**src/rtl/wb_write_arbiter.sv**
```systemverilog
// Writeback arbiter: three per-pipe result FIFOs feeding the single PRF write port
// through a round-robin grant, with the issued write mirrored onto the RS wakeup bus.
module wb_write_arbiter #(
  parameter int DEPTH  = 4,
  parameter int PREG_W = 7,
  parameter int DATA_W = 32
) (
  input  logic              clk,
  input  logic              reset,
  input  logic              alu_valid,
  input  logic [PREG_W-1:0] alu_pd,
  input  logic [DATA_W-1:0] alu_data,
  output logic              alu_ready,
  input  logic              b_valid,
  input  logic [PREG_W-1:0] b_pd,
  input  logic [DATA_W-1:0] b_data,
  output logic              b_ready,
  input  logic              mem_valid,
  input  logic [PREG_W-1:0] mem_pd,
  input  logic [DATA_W-1:0] mem_data,
  output logic              mem_ready,
  output logic              prf_write_en,
  output logic [PREG_W-1:0] prf_pd,
  output logic [DATA_W-1:0] prf_data,
  output logic              wakeup_valid,
  output logic [PREG_W-1:0] wakeup_pd,
  output logic              busy
);

  localparam int PTR_W = $clog2(DEPTH);

  typedef enum logic [1:0] {
    SRC_ALU = 2'd0,
    SRC_B   = 2'd1,
    SRC_MEM = 2'd2
  } src_e;

  logic [PREG_W-1:0] in_pd   [3];
  logic [DATA_W-1:0] in_data [3];
  logic [2:0]        in_valid;

  logic [PREG_W-1:0] fifo_pd   [3][DEPTH];
  logic [DATA_W-1:0] fifo_data [3][DEPTH];
  logic [PTR_W-1:0]  rd_ptr [3];
  logic [PTR_W-1:0]  wr_ptr [3];
  logic [PTR_W:0]    count  [3];

  logic [2:0]        ready;
  logic [2:0]        nonempty;
  logic [2:0]        push;
  logic [2:0]        pop;

  src_e              rr_last;
  src_e              grant_src;
  logic              grant_valid;
  src_e              order [3];
  logic [PREG_W-1:0] head_pd;
  logic [DATA_W-1:0] head_data;

  always_comb begin
    in_valid   = {mem_valid, b_valid, alu_valid};
    in_pd[0]   = alu_pd;
    in_pd[1]   = b_pd;
    in_pd[2]   = mem_pd;
    in_data[0] = alu_data;
    in_data[1] = b_data;
    in_data[2] = mem_data;
  end

  // Ready is a function of registered occupancy only, so a full FIFO never accepts
  // even in a cycle where it is also being popped.
  always_comb begin
    ready    = '0;
    nonempty = '0;
    push     = '0;
    for (int s = 0; s < 3; s++) begin
      ready[s]    = (count[s] != (PTR_W+1)'(DEPTH));
      nonempty[s] = (count[s] != '0);
      push[s]     = in_valid[s] && ready[s];
    end
  end

  assign alu_ready = ready[0];
  assign b_ready   = ready[1];
  assign mem_ready = ready[2];
  assign busy      = |nonempty;

  always_ff @(posedge clk or posedge reset) begin
    if (reset) begin
      for (int s = 0; s < 3; s++) begin
        rd_ptr[s] <= '0;
        wr_ptr[s] <= '0;
        count[s]  <= '0;
      end
    end else begin
      for (int s = 0; s < 3; s++) begin
        if (push[s]) wr_ptr[s] <= wr_ptr[s] + 1'b1;
        if (pop[s])  rd_ptr[s] <= rd_ptr[s] + 1'b1;
        case ({push[s], pop[s]})
          2'b10:   count[s] <= count[s] + 1'b1;
          2'b01:   count[s] <= count[s] - 1'b1;
          default: count[s] <= count[s];
        endcase
      end
    end
  end

  // Payload storage needs no reset: occupancy alone decides what is valid.
  always_ff @(posedge clk) begin
    for (int s = 0; s < 3; s++) begin
      if (push[s]) begin
        fifo_pd[s][wr_ptr[s]]   <= in_pd[s];
        fifo_data[s][wr_ptr[s]] <= in_data[s];
      end
    end
  end

  // Search starts at the source after the last one granted.
  always_comb begin
    case (rr_last)
      SRC_ALU: begin order[0] = SRC_B;   order[1] = SRC_MEM; order[2] = SRC_ALU; end
      SRC_B:   begin order[0] = SRC_MEM; order[1] = SRC_ALU; order[2] = SRC_B;   end
      default: begin order[0] = SRC_ALU; order[1] = SRC_B;   order[2] = SRC_MEM; end
    endcase
  end

  always_comb begin
    grant_valid = 1'b0;
    grant_src   = rr_last;
    pop         = '0;
    if (nonempty[order[0]]) begin
      grant_valid = 1'b1;
      grant_src   = order[0];
    end else if (nonempty[order[1]]) begin
      grant_valid = 1'b1;
      grant_src   = order[1];
    end else if (nonempty[order[2]]) begin
      grant_valid = 1'b1;
      grant_src   = order[2];
    end
    if (grant_valid) pop[grant_src] = 1'b1;
    head_pd   = fifo_pd[grant_src][rd_ptr[grant_src]];
    head_data = fifo_data[grant_src][rd_ptr[grant_src]];
  end

  always_ff @(posedge clk or posedge reset) begin
    if (reset) rr_last <= SRC_MEM;
    else if (grant_valid) rr_last <= grant_src;
  end

  // A grant for p0 still pops and uses its turn, but p0 is hardwired zero so no write issues.
  always_ff @(posedge clk or posedge reset) begin
    if (reset) begin
      prf_write_en <= 1'b0;
      prf_pd       <= '0;
      prf_data     <= '0;
    end else begin
      prf_write_en <= grant_valid && (head_pd != '0);
      if (grant_valid && (head_pd != '0)) begin
        prf_pd   <= head_pd;
        prf_data <= head_data;
      end
    end
  end

  assign wakeup_valid = prf_write_en;
  assign wakeup_pd    = prf_pd;

endmodule
```
**config.mk**
```make
export PLATFORM = sky130hd
export DESIGN_NAME = wb_write_arbiter
export DESIGN_NICKNAME = d
export VERILOG_FILES = /design/src/rtl/wb_write_arbiter.sv
export SDC_FILE = /design/constraint.sdc
export NUM_CORES = 1
export LEC_CHECK = 0
export CAP_MARGIN = 0
export CORE_ASPECT_RATIO = 0.8
export CORE_MARGIN = 5
export CORE_UTILIZATION = 30
export DETAILED_ROUTE_END_ITERATION = 6
export PLACE_DENSITY = 0.53
export SYNTH_ARGS = -nofsm -noshare
export SYNTH_HDL_FRONTEND = slang
export SYNTH_SLANG_ARGS = --single-unit
```
**constraint.sdc**
```tcl
create_clock -name clk -period 3.7 [get_ports clk]
set_clock_uncertainty 0.15 [all_clocks]
set_input_delay 0.555 -clock clk [delete_from_list [all_inputs] [get_ports clk]]
set_output_delay 0.555 -clock clk [all_outputs]
set_load 0.03 [all_outputs]
```
==> impl_metrics.json, run 1 <==
{
  "result_of_the_run": "completed",
  "dp_worst_setup_slack_ps": 37.43,
  "netlist_area_mm2": 0.02154,
  "startpoint_class_of_the_critical_path": "flip-flop",
  "layout_worst_path_cycle_share": 0.9537,
  "synth_cell_types": 55,
  "critical_path.endpoint_type": "flip-flop",
  "synth.area.mux_share": 0.02306,
  "netlist_instances": 1590,
  "dpl-instance-area_mm2": 0.02466,
  "htree_num_levels": 2,
  "fmax_mhz": 283.4,
  "effective_utilization_at_floorplan": 0.3040,
  "power.ir.vdd_worst_uv": 811.1,
  "r2r_slack_ps": 170,
  "dieHeight_um": 249.7,
  "cap_viol_max_count": 0,
  "grt.overflow.total": 0,
  "core_region_area_mm2": 0.07086,
  "synthFlopType": "sky130_fd_sc_hd__edfxtp_1",
  "p_leak_uw": 0.009074,
  "post_synth_and_or_nand_nor_area_fraction": 0.07451,
  "synth-edff-count": 468,
  "dp.final_hpwl_mm": 39.32,
  "worst_hold_path_type": "in -> async",
  "number_of_global_route_vias_before_repair": 13930,
  "clockBufferDepth": 3,
  "global_placement_routability_congestion": 0.9014,
  "grt_start_max_net_pins": 140,
  "crit_path_slowest_cell": "sky130_fd_sc_hd__or3_4",
  "total_power_uw": 27570,
  "finish.net_count": 1914,
  "routed_length_per_placed_instance_um": 23.14,
  "port-buffer-count": 173,
  "relSlewSlack": 0.4153,
  "synth_nets": 1730,
  "final_period_minus_worst_setup_slack_ps": 3529,
  "dominant_combinational_cell_family_by_area_after_synthesis": "compound AO/OA/AOI/OAI gates",
  "vias": 13930,
  "final_core_utilization": 0.3756,
  "clk-insertion-delay-late_ps": 600,
  "clockRootBuffer": "sky130_fd_sc_hd__clkbuf_16",
  "adder_cell_area_share_of_the_yosys_netlist": 0.01150,
  "finalWorstSetupSlack_ps": 171.3,
  "crit_arrival_ps": 3850,
  "clk_pin_slew_worst_paths_ps": 60,
  "hold_violations": 0,
  "routed_wirelength_mm": 63.75,
  "crit-reg2reg-capture": "prf_data[24]",
  "cts_made_buffers": 55,
  "routed_via_density": 5.057,
  "post_route_cells_drive_above_1_share": 0.1149,
  "setup_viol_count_final": 0,
  "cp_max_fanout": 22,
  "postLayoutCellArea_mm2": 0.02661,
  "drc_errors": 0,
  "ys_warn_count": 0,
  "crit_path_cell_trace": "or3_4 > and3_1 > buf_4 > nor4b_1 > o21ai_0 > nand4_1 > o221ai_1 > and2_1 > a31oi_4 > buf_12 > mux2_2",
  "drt_first_pass_iters": 5,
  "ff2ff_path_depth": 11,
  "drtIter0Drc": 1273,
  "cts_sinks": 531,
  "post-cts-setup-buffer-count": 0,
  "postSynthRegisterBits": 531,
  "yosysSeqAreaShare": 0.7255,
  "dieWidth_um": 309.6,
  "number_of_filler_cells_placed_in_the_layout": 6653,
  "synthXorXnorAreaFrac": 0.007317,
  "max_slew_violation_count": 0,
  "tightest_slew_ps": 877.0,
  "ant_nets": 0,
  "synth-compound-area-share": 0.1279,
  "area_growth_syn_to_layout_pct": 23.53,
  "cpPeakStageDelay_ps": 440,
  "critical_path_required_ps": 4020,
  "path_class": "reg -> reg",
  "timing.critical_path.buf_inv": 2,
  "boundaryPins": 174,
  "num_rows": 87,
  "grt_first_pass_wirelength_mm": 93.25,
  "crit-reg2reg-launch": "count[3]",
  "power_density_mw_per_mm2": 1036,
  "grt_antenna_before_repair": 5,
  "global_route_usage_sum": 0.1593,
  "critical_path.top_delay_family": "simple AND/OR/NAND/NOR gates",
  "synth.avg_cell_area_um2": 13.55,
  "synth-async-reset-ratio": 0.1186,
  "tritoncts": "yes",
  "die_footprint_mm2": 0.07731
}
logic make-up after synthesis:
family	after synthesis
compound gates	463
xor+xnor	18
fa+ha+maj	18
buf+inv	141
flops	531
mux	44
simple gates	375
cell usage after synthesis (all sizes together) (10+ instances only):
cell	number	area share
nand3	18	0.0042
and3	15	0.0044
a21oi	278	0.065
edfxtp	468	0.65
nor3	10	0.0028
a211oi	104	0.037
mux2	33	0.018
o21ai	27	0.0064
ha	15	0.0087
inv	31	0.0055
o22ai	13	0.0038
and2	10	0.0029
xnor2	10	0.0041
dfrtp	62	0.072
nand2	158	0.028
buf	33	0.011
mux2i	11	0.0051
nor2	139	0.024
clkbuf	77	0.013
placed cells by master, fill, tap and decap left out, types with 11 or more instances in the layout:
cell | synthesis | routed
sky130_fd_sc_hd__a211oi_1 | 103 | 103
sky130_fd_sc_hd__a21oi_1 | 277 | 277
sky130_fd_sc_hd__and3_2 | 0 | 12
sky130_fd_sc_hd__buf_12 | 1 | 17
sky130_fd_sc_hd__buf_4 | 12 | 44
sky130_fd_sc_hd__clkbuf_1 | 77 | 11
sky130_fd_sc_hd__clkbuf_16 | 0 | 57
sky130_fd_sc_hd__clkdlybuf4s50_1 | 0 | 173
sky130_fd_sc_hd__clkinv_2 | 0 | 11
sky130_fd_sc_hd__dfrtp_1 | 62 | 62
sky130_fd_sc_hd__edfxtp_1 | 468 | 468
sky130_fd_sc_hd__ha_1 | 15 | 15
sky130_fd_sc_hd__inv_1 | 29 | 28
sky130_fd_sc_hd__mux2_2 | 29 | 29
sky130_fd_sc_hd__mux2i_1 | 11 | 11
sky130_fd_sc_hd__nand2_1 | 158 | 158
sky130_fd_sc_hd__nand3_1 | 18 | 18
sky130_fd_sc_hd__nor2_1 | 137 | 137
sky130_fd_sc_hd__o21ai_0 | 21 | 20
sky130_fd_sc_hd__o22ai_1 | 13 | 13
worst reg2reg max path, delay by kind of cell, from the launching register on:
kind	cells	cell delay (ps)
AO/OA/AOI/OAI	3	570
buffers and inverters	2	460
flip-flops	1	430
multiplexers	1	380
AND/OR/NAND/NOR	5	1420
routing by layer:
layer	wire length [um]	vias up	track usage
met5	34	-	0
met2	28500	468	0.2435
met4	1073	6	0.03521
met1	30190	7056	0.2367
met3	3958	76	0.03043
li1	-	6326	-
registers in the layout (all words and copies together) (netlist names):
signal and cells:
prf_data 32, prf_pd 7, count 9, wr_ptr 6, fifo_data 384, fifo_pd 84, rd_ptr 6, prf_write_en 1
rr_last 2
per-stage QoR:
step,instances,setup TNS [ps],hold slack [ps]
floorplan,1590,0,333.1
global placement,2650,0,339.5
detailed placement,2650,0,349.1
CTS,2752,0,249.3
global route,2753,-1.811,301.2
finish,2755,0,249.9
worst max-delay path by stage:
stage | from | to | depth (start not counted)
detailed placement | count[3] | prf_data[28] | 11
CTS | count[3] | prf_data[29] | 11
floorplan | count[1] | count[8] | 15
global placement | count[1] | prf_data[1] | 12
finish | count[3] | prf_data[24] | 11
global route | count[3] | prf_data[22] | 12
layout make-up:
type | count | area, um2 | area share
Multi-Input combinational cell | 918 | 5331 | 0.2003
Sequential cell | 531 | 15630 | 0.5873
Timing Repair Buffer | 237 | 2454 | 0.09219
Tap cell | 934 | 1169 | 0.04391
Antenna cell | 2 | 5.005 | 0.0001880
Clock inverter | 33 | 429.2 | 0.01613
Clock buffer | 69 | 1470 | 0.05524
Inverter | 31 | 125.1 | 0.004701
what timing repair did:
action,in CTS,in global routing
setup endpoints to repair,0,33
hold buffers,0,0
gates resized for setup,0,8
endpoints found under the hold margin,0,0
power by group:
part / internal [uW] / switching (uW) / total, uW
clock network: 3510 / 2310 / 5820
logic: 4900 / 8040 / 12900
registers: 8120 / 688 / 8810
Note: power is estimated with default switching activity, not from simulation.
==> run 2, diff against run 1 <==
--- a/constraint.sdc
+++ b/constraint.sdc
@@ -4,2 +4,2 @@
 set_output_delay 0.555 -clock clk [all_outputs]
-set_load 0.03 [all_outputs]
+set_load 0.05 [all_outputs]
==> impl_metrics.json, run 2 (synthesis gave the netlist of run 1 again) <==
{
  "totalNegativeSetupSlack_ps": 0,
  "crit_path_slowest_cell": "sky130_fd_sc_hd__or3_4",
  "clk-insertion-delay-late_ps": 610,
  "port-buffer-count": 173,
  "global_route.peak_usage_layer": "met2",
  "worst_hold_path_type": "in -> async",
  "routed_length_per_placed_instance_um": 23.33,
  "area_growth_syn_to_layout_pct": 23.72,
  "crit_arrival_ps": 3910,
  "critical_path_required_ps": 4030,
  "violations": "DRC",
  "fmax_mhz": 279.2,
  "globalRouteMet1Util": 0.2325,
  "num_rows": 87,
  "power_density_mw_per_mm2": 1048,
  "startpoint_class_of_the_critical_path": "flip-flop",
  "global_route.usage.met3": 0.03297,
  "layout_common_cells": "sky130_fd_sc_hd__edfxtp_1 (468), sky130_fd_sc_hd__a21oi_1 (277), sky130_fd_sc_hd__clkdlybuf4s50_1 (173), sky130_fd_sc_hd__nand2_1 (158), sky130_fd_sc_hd__nor2_1 (137)",
  "result_of_the_run": "finished with violations",
  "tightest_slew_ps": 889.5,
  "grt_first_pass_wirelength_mm": 92.94,
  "post_route_cells_drive_above_1_share": 0.1179,
  "grt_setup_unrepaired": "yes",
  "cpMostUsedCell": "sky130_fd_sc_hd__a21oi_1",
  "grt.overflow.total": 0,
  "drtIter0Drc": 1257,
  "die_footprint_mm2": 0.07731,
  "final_period_minus_worst_setup_slack_ps": 3582,
  "dieHeight_um": 249.7,
  "clk_pin_slew_worst_paths_ps": 60,
  "cpPeakStageDelay_ps": 450,
  "power.ir.vdd_worst_uv": 874.1,
  "cts_made_buffers": 55,
  "global_placement_routability_congestion": 0.8891,
  "dieWidth_um": 309.6,
  "hold-worst-slack_ps": 249.6,
  "cts.hold.buffers_added": 0,
  "drc_errors": 1,
  "number_of_filler_cells_placed_in_the_layout": 6625,
  "mostFrequentLayoutCell": "sky130_fd_sc_hd__edfxtp_1",
  "path_class": "reg -> reg",
  "max_slew_violation_count": 0,
  "dp_worst_setup_slack_ps": 34.15,
  "number_of_global_route_vias_before_repair": 13780,
  "routed_wirelength_mm": 64.33,
  "boundaryPins": 174,
  "globalRouteMet2Util": 0.2447,
  "tritoncts": "yes",
  "setup_viol_count_final": 0,
  "drt_first_pass_iters": 7,
  "dp.final_hpwl_mm": 39.55,
  "crit_path_cell_trace": "or3_4 > a211oi_4 > nor2_4 > inv_6 > buf_6 > a21oi_1 > a21oi_1 > mux2i_1 > mux2_4 > a31oi_4 > buf_12 > buf_8 > mux2_2",
  "hold_violations": 0,
  "cap_viol_max_count": 0,
  "relSlewSlack": 0.4070,
  "p_leak_uw": 0.009094,
  "routed_via_density": 5.108,
  "finalWorstSetupSlack_ps": 118.3,
  "total_power_uw": 27940,
  "cts_sinks": 531,
  "vias": 14090,
  "global_route_usage_sum": 0.1593,
  "finish.net_count": 1917,
  "cp_max_fanout": 23,
  "core_region_area_mm2": 0.07086,
  "clockRootBuffer": "sky130_fd_sc_hd__clkbuf_16",
  "flip_flop_count_of_the_largest_register_after_layout": 384,
  "critical_path.endpoint_type": "flip-flop",
  "grt_antenna_before_repair": 5,
  "ant_nets": 0,
  "clockBufferDepth": 3,
  "layout_worst_path_cycle_share": 0.9680,
  "grt_start_max_net_pins": 140,
  "effective_utilization_at_floorplan": 0.3040,
  "htree_num_levels": 2
}
[run 2: cell count changes in the layout (fill, tap and decap cells not counted), moves of 2 or more]
cell                        change
sky130_fd_sc_hd__clkbuf_1       +2
sky130_fd_sc_hd__clkinv_1       -4
sky130_fd_sc_hd__clkbuf_8       +9
sky130_fd_sc_hd__clkinv_2       -2
sky130_fd_sc_hd__bufinv_16      -4
[run 2: cell type report]
cell class | instances | area, um2 | share of cell area
Inverter | 31 | 125.1 | 0.004694
Antenna cell | 1 | 2.502 | 0.00009388
Multi-Input combinational cell | 918 | 5330 | 0.2000
Tap cell | 934 | 1169 | 0.04384
Timing Repair Buffer | 240 | 2510 | 0.09417
Sequential cell | 531 | 15630 | 0.5864
Clock inverter | 23 | 285.3 | 0.01070
Clock buffer | 80 | 1602 | 0.06009
[run 2: repair_timing]
| action | CTS | global route |
|---|---|---|
| endpoints found under the setup margin | 0 | 29 |
| endpoints found under the hold margin | 0 | 0 |
| setup buffers | 0 | 1 |
| gates resized for setup | 0 | 9 |
[run 2: worst paths after layout]
check                              from           end  slack (ps)  cells after the start
min reg2reg                prf_data[12]  prf_data[12]         360                      1
min in group clk           prf_data[12]  prf_data[12]         360                      1
max in group asynchronous         reset    rr_last[1]        2330                      3
max                            count[3]   prf_data[2]         120                     13
min                               reset  prf_data[10]         250                      2
max reg2reg                    count[3]   prf_data[2]         120                     13
[run 2: power breakdown]
part	leakage (uW)	internal [uW]	switching [uW]
registers	0.00502	8120	690
logic	0.00315	4930	8500
clock network	0.000927	3420	2270
[run 2: metal layers]
metal,wire length (um),part of all wire
met4,1398,0.022
met3,4261,0.066
met1,30050,0.47
met2,28590,0.44
met5,38,0.00059
[run 2: through the flow]
step,area [um2],util,std cells
CTS,26560,0.3748,2754
global route,26650,0.3761,2757
global placement,24670,0.3481,2651
finish,26650,0.3761,2758
floorplan,21540,-,1590
detailed placement,24670,0.3481,2651
[run 2: worst max-delay path: cells and delay by family (launching register included)]
kind	cells	cell delay [ps]
buffers and inverters	4	720
muxes	3	770
DFF	1	430
and+or+nand+nor	2	580
AOI/OAI and AO/OA	4	770
==> run 3, diff against run 2 <==
- CTS_BUF_LIST: not set -> sky130_fd_sc_hd__clkbuf_4
==> impl_metrics.json, run 3 (synthesis gave the netlist of run 1 again) <==
{
  "drt_first_pass_iters": 6,
  "routed_via_density": 4.994,
  "worst_hold_path_type": "in -> reg",
  "grt.overflow.total": 0,
  "boundaryPins": 174,
  "totalNegativeSetupSlack_ps": 0,
  "global_route_usage_sum": 0.1652,
  "finish.net_count": 2036,
  "power_density_mw_per_mm2": 1026,
  "dp.final_hpwl_mm": 39.55,
  "critical_path.endpoint_type": "flip-flop",
  "effective_utilization_at_floorplan": 0.3040,
  "hold_path.startpoint": "alu_data[13]",
  "htree_num_levels": 4,
  "clk-insertion-delay-late_ps": 940,
  "clockRootBuffer": "sky130_fd_sc_hd__clkbuf_4",
  "crit-reg2reg-capture": "prf_data[5]",
  "hold_path_depth": 1,
  "number_of_global_route_vias_before_repair": 14660,
  "relSlewSlack": 0.4127,
  "flip_flop_count_of_the_largest_register_after_layout": 384,
  "clockBufferDepth": 3,
  "ff2ff_path_depth": 12,
  "tightest_slew_ps": 881.0,
  "r2r_slack_ps": 140,
  "clk_pin_slew_worst_paths_ps": 60,
  "cap_viol_max_count": 0,
  "ant_nets": 0,
  "crit-reg2reg-launch": "count[3]",
  "grt_start_max_net_pins": 140,
  "path_class": "reg -> reg",
  "final_period_minus_worst_setup_slack_ps": 3563,
  "cts_made_buffers": 139,
  "routed_length_per_placed_instance_um": 22.42,
  "grt_antenna_before_repair": 8,
  "drc_errors": 0,
  "hold-worst-slack_ps": 118.0,
  "result_of_the_run": "completed",
  "dieWidth_um": 309.6,
  "mostFrequentLayoutCell": "sky130_fd_sc_hd__edfxtp_1",
  "tritoncts": "yes",
  "area_growth_syn_to_layout_pct": 25.40,
  "grt_first_pass_wirelength_mm": 95.25,
  "fmax_mhz": 280.7,
  "grt_setup_unrepaired": "no",
  "layout_common_cells": "sky130_fd_sc_hd__edfxtp_1 (468), sky130_fd_sc_hd__a21oi_1 (277), sky130_fd_sc_hd__clkbuf_4 (216), sky130_fd_sc_hd__clkdlybuf4s50_1 (172), sky130_fd_sc_hd__nand2_1 (158)",
  "vias": 14740,
  "num_rows": 87,
  "number_of_filler_cells_placed_in_the_layout": 6702,
  "global_placement_routability_congestion": 0.8891,
  "layout_worst_path_cycle_share": 0.9629,
  "post_route_cells_drive_above_1_share": 0.1828,
  "cp_max_fanout": 11,
  "routed_wirelength_mm": 66.18,
  "drtIter0Drc": 1177,
  "setup_viol_count_final": 0,
  "port-buffer-count": 173,
  "power.ir.vdd_worst_uv": 871.0,
  "hold_violations": 0,
  "hold-path-endpoint": "fifo_data[0][77]",
  "critical_path_required_ps": 4370,
  "die_footprint_mm2": 0.07731,
  "core_region_area_mm2": 0.07086,
  "crit_arrival_ps": 4230,
  "dieHeight_um": 249.7,
  "p_leak_uw": 0.009432,
  "cts_sinks": 531,
  "max_slew_violation_count": 0,
  "startpoint_class_of_the_critical_path": "flip-flop"
}
run 3: changes by cell type in the layout (fill, tap and decap cells not counted), moves of 8 or more:
cell,previous run,this run
sky130_fd_sc_hd__clkbuf_4,0,216
sky130_fd_sc_hd__clkbuf_16,58,2
sky130_fd_sc_hd__dlygate4sd3_1,0,33
sky130_fd_sc_hd__clkinv_1,4,22
sky130_fd_sc_hd__clkbuf_1,13,0
sky130_fd_sc_hd__clkbuf_8,11,0
sky130_fd_sc_hd__diode_2,1,9
run 3: area by class of cell:
type                            instances  area, um2  share of cell area
Clock buffer                          216       1622             0.06002
Inverter                               31      125.1            0.004631
Multi-Input combinational cell        918       5353              0.1981
Clock inverter                         37      241.5            0.008938
Timing Repair Buffer                  275       2854              0.1056
Sequential cell                       531      15630              0.5786
Tap cell                              934       1169             0.04325
Antenna cell                            9      22.52           0.0008336
run 3: worst max-delay path, cell delays in order (launching register included):
cell	delay, ps
sky130_fd_sc_hd__dfrtp_1	430
sky130_fd_sc_hd__or3_4	450
sky130_fd_sc_hd__a211oi_4	330
sky130_fd_sc_hd__buf_4	210
sky130_fd_sc_hd__o21ai_2	150
sky130_fd_sc_hd__o22ai_1	210
sky130_fd_sc_hd__a22oi_1	130
sky130_fd_sc_hd__o221ai_1	290
sky130_fd_sc_hd__and4_4	320
sky130_fd_sc_hd__a31oi_4	110
sky130_fd_sc_hd__buf_12	150
sky130_fd_sc_hd__clkbuf_16	190
sky130_fd_sc_hd__mux2_4	300
run 3: per-layer routing:
layer,vias up,routed length (um),global-route usage
met1,7334,30300,0.2314
li1,6670,-,-
met3,122,4910,0.04789
met2,604,29470,0.2484
met5,-,55,0
met4,8,1439,0.05269
run 3: worst max-delay path by stage:
stage | startpoint | to | slack, ps | depth (start not counted)
after floorplan | count[1] | count[8] | 180 | 15
after global placement | count[3] | prf_data[1] | 180 | 12
after detailed placement | count[3] | prf_data[2] | 30 | 12
after CTS | count[3] | prf_data[2] | 9 | 12
after global routing | count[3] | prf_data[5] | 40 | 12
final | count[3] | prf_data[5] | 140 | 12
run 3: power by group:
part | internal [uW] | leakage (uW) | switching, uW | total (uW)
Clock | 2870 | 0.00111 | 2420 | 5290
Sequential | 8120 | 0.00502 | 692 | 8810
Combinational | 5000 | 0.00330 | 8630 | 13600
run 3: timing repair:
item / 4_1_cts / 5_1_grt
endpoints found under the setup margin: 1 / 30
hold endpoints to repair: 144 / 0
buffers inserted: 0 / 2
hold buffers: 33 / 0
cloned: 0 / 3
resized for setup: 3 / 13
pin swaps: 0 / 3
run 3: metrics by stage:
step	std cells	util	power (uW)	setup slack, ps	cell area, um2
global route	2945	0.3810	29530	39.72	27000
global placement	2651	0.3481	22010	177.2	24670
CTS	2937	0.3792	27640	9.465	26870
floorplan	1590	-	17610	177.8	21540
finish	2951	0.3813	27730	137.2	27020
detailed placement	2651	0.3481	22180	34.15	24670
